### config.mk
export PLATFORM = sky130hd
export DESIGN_NAME = conv_linebuf_ctrl
export DESIGN_NICKNAME = d
export VERILOG_FILES = /design/src/rtl/conv_linebuf_ctrl.sv
export SDC_FILE = /design/constraint.sdc
export NUM_CORES = 1
export LEC_CHECK = 0
export CAP_MARGIN = 20
export CORE_UTILIZATION = 25
export CTS_CLUSTER_SIZE = 14
export DETAILED_ROUTE_END_ITERATION = 10
export PLACE_DENSITY = 0.56
export SYNTH_ARGS = -nofsm -noshare
export SYNTH_HDL_FRONTEND = slang
export SYNTH_SLANG_ARGS = --single-unit
### constraint.sdc
create_clock -name clk -period 1.4 [get_ports clk]
set_input_delay 0.14 -clock clk [delete_from_list [all_inputs] [get_ports clk]]
set_output_delay 0.14 -clock clk [all_outputs]
set_load 0.01 [all_outputs]
### src/rtl/conv_linebuf_ctrl.sv
// Line-buffer sequencer: streams a raster frame through two row FIFOs (FIFO1 = previous
// row, FIFO0 = row before that) and emits vertical 3-pixel columns from the third row on.
module conv_linebuf_ctrl #(
    parameter int DATA_WIDTH = 16,
    parameter int IMG_W      = 8,
    parameter int IMG_H      = 8,
    parameter int FIFO_DEPTH = 16
) (
    input  logic                  clk,
    input  logic                  rst,
    input  logic                  start,
    input  logic [DATA_WIDTH-1:0] pix_data,
    input  logic                  pix_valid,
    output logic                  pix_ready,
    output logic                  f1_wr_en,
    output logic [DATA_WIDTH-1:0] f1_wr_data,
    output logic                  f1_rd_en,
    input  logic [DATA_WIDTH-1:0] f1_rd_data,
    output logic                  f0_wr_en,
    output logic [DATA_WIDTH-1:0] f0_wr_data,
    output logic                  f0_rd_en,
    input  logic [DATA_WIDTH-1:0] f0_rd_data,
    input  logic                  f1_full,
    input  logic                  f1_empty,
    input  logic                  f0_full,
    input  logic                  f0_empty,
    output logic                  col_valid,
    output logic [DATA_WIDTH-1:0] col_top,
    output logic [DATA_WIDTH-1:0] col_mid,
    output logic [DATA_WIDTH-1:0] col_bot,
    output logic [3:0]            col_x,
    output logic [7:0]            row_y,
    output logic                  frame_done,
    output logic                  err
);
    // A row never exceeds the FIFO depth, so the column counter only needs log2(depth) bits.
    localparam int            XW     = (FIFO_DEPTH > 1) ? $clog2(FIFO_DEPTH) : 1;
    localparam logic [XW-1:0] X_LAST = XW'(IMG_W - 1);
    localparam logic [7:0]    Y_LAST = 8'(IMG_H - 1);

    typedef enum logic [2:0] {IDLE, ROW0, ROW1, STEADY, DONE} state_t;

    state_t                  state_reg;
    logic [XW-1:0]           x_reg;
    logic [7:0]              y_reg;
    logic                    pix_ready_reg;
    logic                    f0_wr_pend_reg;
    logic                    col_valid_reg;
    logic                    frame_done_reg;
    logic                    err_reg;
    logic [DATA_WIDTH-1:0]   col_bot_reg;
    logic [DATA_WIDTH-1:0]   col_top_hold_reg;
    logic [DATA_WIDTH-1:0]   col_mid_hold_reg;
    logic [3:0]              col_x_reg;
    logic [7:0]              row_y_reg;

    logic xfer;
    logic in_steady;
    logic last_row;
    logic err_next;

    always_comb begin
        xfer       = pix_valid & pix_ready_reg;
        in_steady  = (state_reg == STEADY);
        last_row   = (y_reg == Y_LAST);
        // The last row only drains the FIFOs so both are empty when the frame ends.
        f1_wr_en   = xfer & ((state_reg == ROW0) | (state_reg == ROW1) | (in_steady & ~last_row));
        f1_rd_en   = xfer & ((state_reg == ROW1) | in_steady);
        f0_rd_en   = xfer & in_steady;
        f0_wr_en   = f0_wr_pend_reg;
        f1_wr_data = pix_data;
        f0_wr_data = f1_rd_data;
        // A write into a full FIFO is fine when the same FIFO is popped in the same cycle.
        err_next   = (f1_wr_en & f1_full & ~f1_rd_en) |
                     (f0_wr_en & f0_full & ~f0_rd_en) |
                     (f1_rd_en & f1_empty) |
                     (f0_rd_en & f0_empty) |
                     ((state_reg == DONE) & ~(f0_empty & f1_empty));
    end

    // FIFO read data is only valid the cycle after the read, so it is passed straight
    // through while col_valid is high and captured for holding afterwards.
    assign pix_ready  = pix_ready_reg;
    assign col_valid  = col_valid_reg;
    assign col_top    = col_valid_reg ? f0_rd_data : col_top_hold_reg;
    assign col_mid    = col_valid_reg ? f1_rd_data : col_mid_hold_reg;
    assign col_bot    = col_bot_reg;
    assign col_x      = col_x_reg;
    assign row_y      = row_y_reg;
    assign frame_done = frame_done_reg;
    assign err        = err_reg;

    always_ff @(posedge clk) begin
        if (rst) begin
            state_reg        <= IDLE;
            x_reg            <= '0;
            y_reg            <= '0;
            pix_ready_reg    <= 1'b0;
            f0_wr_pend_reg   <= 1'b0;
            col_valid_reg    <= 1'b0;
            frame_done_reg   <= 1'b0;
            err_reg          <= 1'b0;
            col_bot_reg      <= '0;
            col_top_hold_reg <= '0;
            col_mid_hold_reg <= '0;
            col_x_reg        <= '0;
            row_y_reg        <= '0;
        end else begin
            f0_wr_pend_reg <= xfer & ((state_reg == ROW1) | (in_steady & ~last_row));
            col_valid_reg  <= xfer & in_steady;
            frame_done_reg <= 1'b0;
            if (err_next) begin
                err_reg <= 1'b1;
            end
            if (xfer & in_steady) begin
                col_bot_reg <= pix_data;
                col_x_reg   <= 4'(x_reg);
                row_y_reg   <= y_reg;
            end
            if (col_valid_reg) begin
                col_top_hold_reg <= f0_rd_data;
                col_mid_hold_reg <= f1_rd_data;
            end

            case (state_reg)
                IDLE: begin
                    if (start) begin
                        state_reg     <= ROW0;
                        x_reg         <= '0;
                        y_reg         <= '0;
                        pix_ready_reg <= 1'b1;
                    end
                end
                ROW0, ROW1, STEADY: begin
                    if (xfer) begin
                        if (x_reg == X_LAST) begin
                            x_reg <= '0;
                            y_reg <= y_reg + 8'd1;
                            if (state_reg == ROW0) begin
                                state_reg <= ROW1;
                            end else if (state_reg == ROW1) begin
                                state_reg <= STEADY;
                            end else if (last_row) begin
                                state_reg      <= DONE;
                                pix_ready_reg  <= 1'b0;
                                frame_done_reg <= 1'b1;
                            end
                        end else begin
                            x_reg <= x_reg + XW'(1);
                        end
                    end
                end
                DONE: begin
                    state_reg <= IDLE;
                end
                default: begin
                    state_reg     <= IDLE;
                    pix_ready_reg <= 1'b0;
                end
            endcase
        end
    end

endmodule

==> summary.txt <==
Run status
  • Status: complete, but fails checks
  • Failing checks: setup timing

Drt
  • DRT Pass-1 Iters: 4
  • Via total after detailed routing: 3275
  • DRC: 0
  • Drt via density: 4.41
  • Starting DRC count in detailed routing: 87
  • WL final: 10.9 mm
  • DR WL/cell: 14.7 um
  • ANT nets after route: 0

Timing
  • Setup violators final: 57
  • Rel. slew slack: between 60% and 70%
  • Fin Clk Skew: 6.53 ps
  • Worst Slack Setup Final: -177 ps
  • Hold Vio Cnt, Final: 0
  • Max Slew Vio Count: 0
  • Slew @ Worst Pin: 485 ps
  • RSZ-0062 raised after global routing: true
  • Final worst path period share: 113%
  • Min cycle time layout: about 1600 ps
  • Fmax: 0.634 GHz

Placed design
  • Place WS: -404 ps
  • Gpl congestion: 0.755
  • PortBufs: ~160
  • DP HPWL: 6.55 mm
  • Placed cell areas: between 5000 and 6000 um^2

Clocking
  • Clock buffer depth: 2
  • Latest clock arrival within the worst-skew pair: 340 ps
  • CTS Root Cell: clkbuf_16
  • CTS tree: built
  • Num CTS Buffers: 9
  • Clk sinks: 80
  • H-Tree Depth: 3
  • Reg clk slew, reported paths: 60 ps
  • CTS Hold Bufs: 0

Logic synthesis
  • Post-synthesis sequential area ratio: 46.8%
  • Post-synthesis mux area share: a little over a tenth
  • Synth Area in XOR/XNOR: less than 1%
  • Synth Area in Simple Gates: between 20% and 30%
  • Cell variety after synth: 39
  • #FFs+latches synth: 80
  • Mapped Area: 3420 um^2
  • Synth Instances: 377
  • Largest family of logic cells by synthesized area: simple AND/OR/NAND/NOR gates
  • Syn nets: between 400 and 500
  • Yosys warning total: 0
  • Post-synthesis adder-cell area fraction: 0.731%
  • Synth Area in Compound Gates: 9.90%
  • Synth Area per Inst: 9.08 um^2

Global route
  • Vias in the first global route: about 3200
  • Grt total ovfl: 0
  • Antenna violations before repair: 0
  • Most Crowded Layer GR: met2
  • GR Layer Usage met3: 3.07%
  • Global-route wire length before repair: between 15 and 20 mm
  • Met1 Resource Use GR: 16.4%
  • Met2 Usage GRT: 25.2%
  • GRT Util Overall: 14.3%
  • Pin count of the biggest net entering global routing: 58

Floorplanning
  • Die width: 119 um
  • Ports: 156
  • Starting Density: 25.7%
  • Die area: 14200 um^2
  • Core ar.: 13300 um^2
  • Row count: 42
  • Die height: 119 um

Setup path
  • Worst EP required: between 1000 and 1500 ps
  • Critical Path AT: 1440 ps
  • CP endpoint kind: output pin
  • Kind of critical path: reg2out
  • CP startpoint kind: register
  • Crit path max fanout: 2

Cells and area
  • Layout cell share with drive strength beyond 1: 42.6%
  • Post-Layout Inst Area: 6530 um^2
  • Diodes inserted: 0
  • Most frequent cells in the layout: clkdlybuf4s50_1 (105), dfxtp_1 (72), buf_6 (55)
  • Fill cells: 1209
  • Area delta synth->final: 90.9%
  • Nets: 620
  • Commonest non-fill, non-tap cell in the layout: clkdlybuf4s50_1

Power
  • Max IR drop VDD: approximately 470 uV
  • Pleak: 2.80 nW
  • PwrDens: 816 nW/um^2

Flow run
  • Max-Cap Viols: 0

Hold path
  • Type of the worst min-delay path: in2reg
[where the power goes]
group | total, W | internal (W) | switching (W)
clock network | 0.00251 | 0.00156 | 0.000957
registers | 0.00229 | 0.00228 | 0.0000121
logic | 0.000527 | 0.000314 | 0.000213
[logic make-up (layout without fill, tap and decap cells)]
family | Yosys count | in the layout
xor gates and xnor gates | 3 | 3
AOI/OAI and AO/OA | 59 | 60
buffers and inverters | 62 | 250
and+or+nand+nor | 139 | 139
muxes | 32 | 32
DFF | 80 | 80
adders and majority gates | 2 | 2
[worst max-delay path, stage by stage, from the launching register on]
cell     delay (ps)
dfxtp_4         360
ha_4            160
and2_4          130
and3_4          150
a31oi_1         140
buf_2           160
[final timing paths]
check / startpoint / end / slack [ps] / depth (start not counted)
worst max-delay path: y_reg[1] / f1_wr_en / -180 / 5
worst min-delay path: rst / y_reg[1] / 240 / 2
worst max register to register: state_reg[0] / y_reg[0] / -120 / 6
worst min register to register: col_x[2] / col_x[2] / 450 / 2
[area by class of cell]
cell class | count | area [um^2] | area share [%]
well taps | 176 | 220 | 3.37
clock buffers | 10 | 229 | 3.50
flip-flops and latches | 80 | 1620 | 24.9
multi-input cells | 236 | 1950 | 29.8
clock inverters | 5 | 82.6 | 1.26
repair buffers | 229 | 2400 | 36.7
inverters | 6 | 31.3 | 0.479
[what timing repair did]
item,in CTS,in global routing
endpoints found under the setup margin,85,74
gates resized for setup,272,88
cloned,2,6
setup buffers,11,15
pin swaps,19,26
[per-stage QoR]
step | power, W | utilization [%] | hold WS (ps) | TNS, ps | instances
2_1_floorplan | 0.00253 | - | 276 | -205 | 377
3_3_place_gp | 0.00278 | 39.1 | 444 | -18850 | 694
3_5_place_dp | 0.00279 | 39.1 | 446 | -20900 | 694
4_1_cts | 0.00535 | 45.3 | 206 | -5180 | 722
5_1_grt | 0.00550 | 49.1 | 272 | -7370 | 742
6_report | 0.00533 | 49.1 | 241 | -4570 | 742
[Yosys cell counts, drive strengths merged]
library cell  count  share of area (%)
ha                2               0.73
and4              2               0.51
and2              1               0.18
a32oi             1               0.26
clkbuf           14                1.5
nor2b            33                6.0
and3              2               0.37
a211oi            3               0.66
nor3b             2               0.44
nand4b            1               0.26
o211ai            1               0.22
nor4b             1               0.44
mux2             32                 11
a21o              1               0.22
dfxtp            80                 47
xor2              2               0.51
a221oi            1               0.26
and3b             1               0.26
or3b              1               0.26
nor4              2               0.37
nor2              7               0.77
a21oi            39                5.7
or3               7                1.3
inv               6               0.66
xnor2             1               0.26
nand2            66                7.2
o21ai             8                1.2
nand4             2               0.37
o211a             2               0.58
a31oi             2               0.37
buf              42                8.6
nor3              4               0.58
or2               3               0.55
a41oi             1               0.48
nand3             4               0.58
[routing by layer]
metal  part of all wire, %  up-vias
li1                      -     1610
met1                    44     1561
met2                    50       88
met3                   4.1       16
met4                   1.9        0
met5                     0        -
No activity file was read; power rests on OpenSTA's default activity.
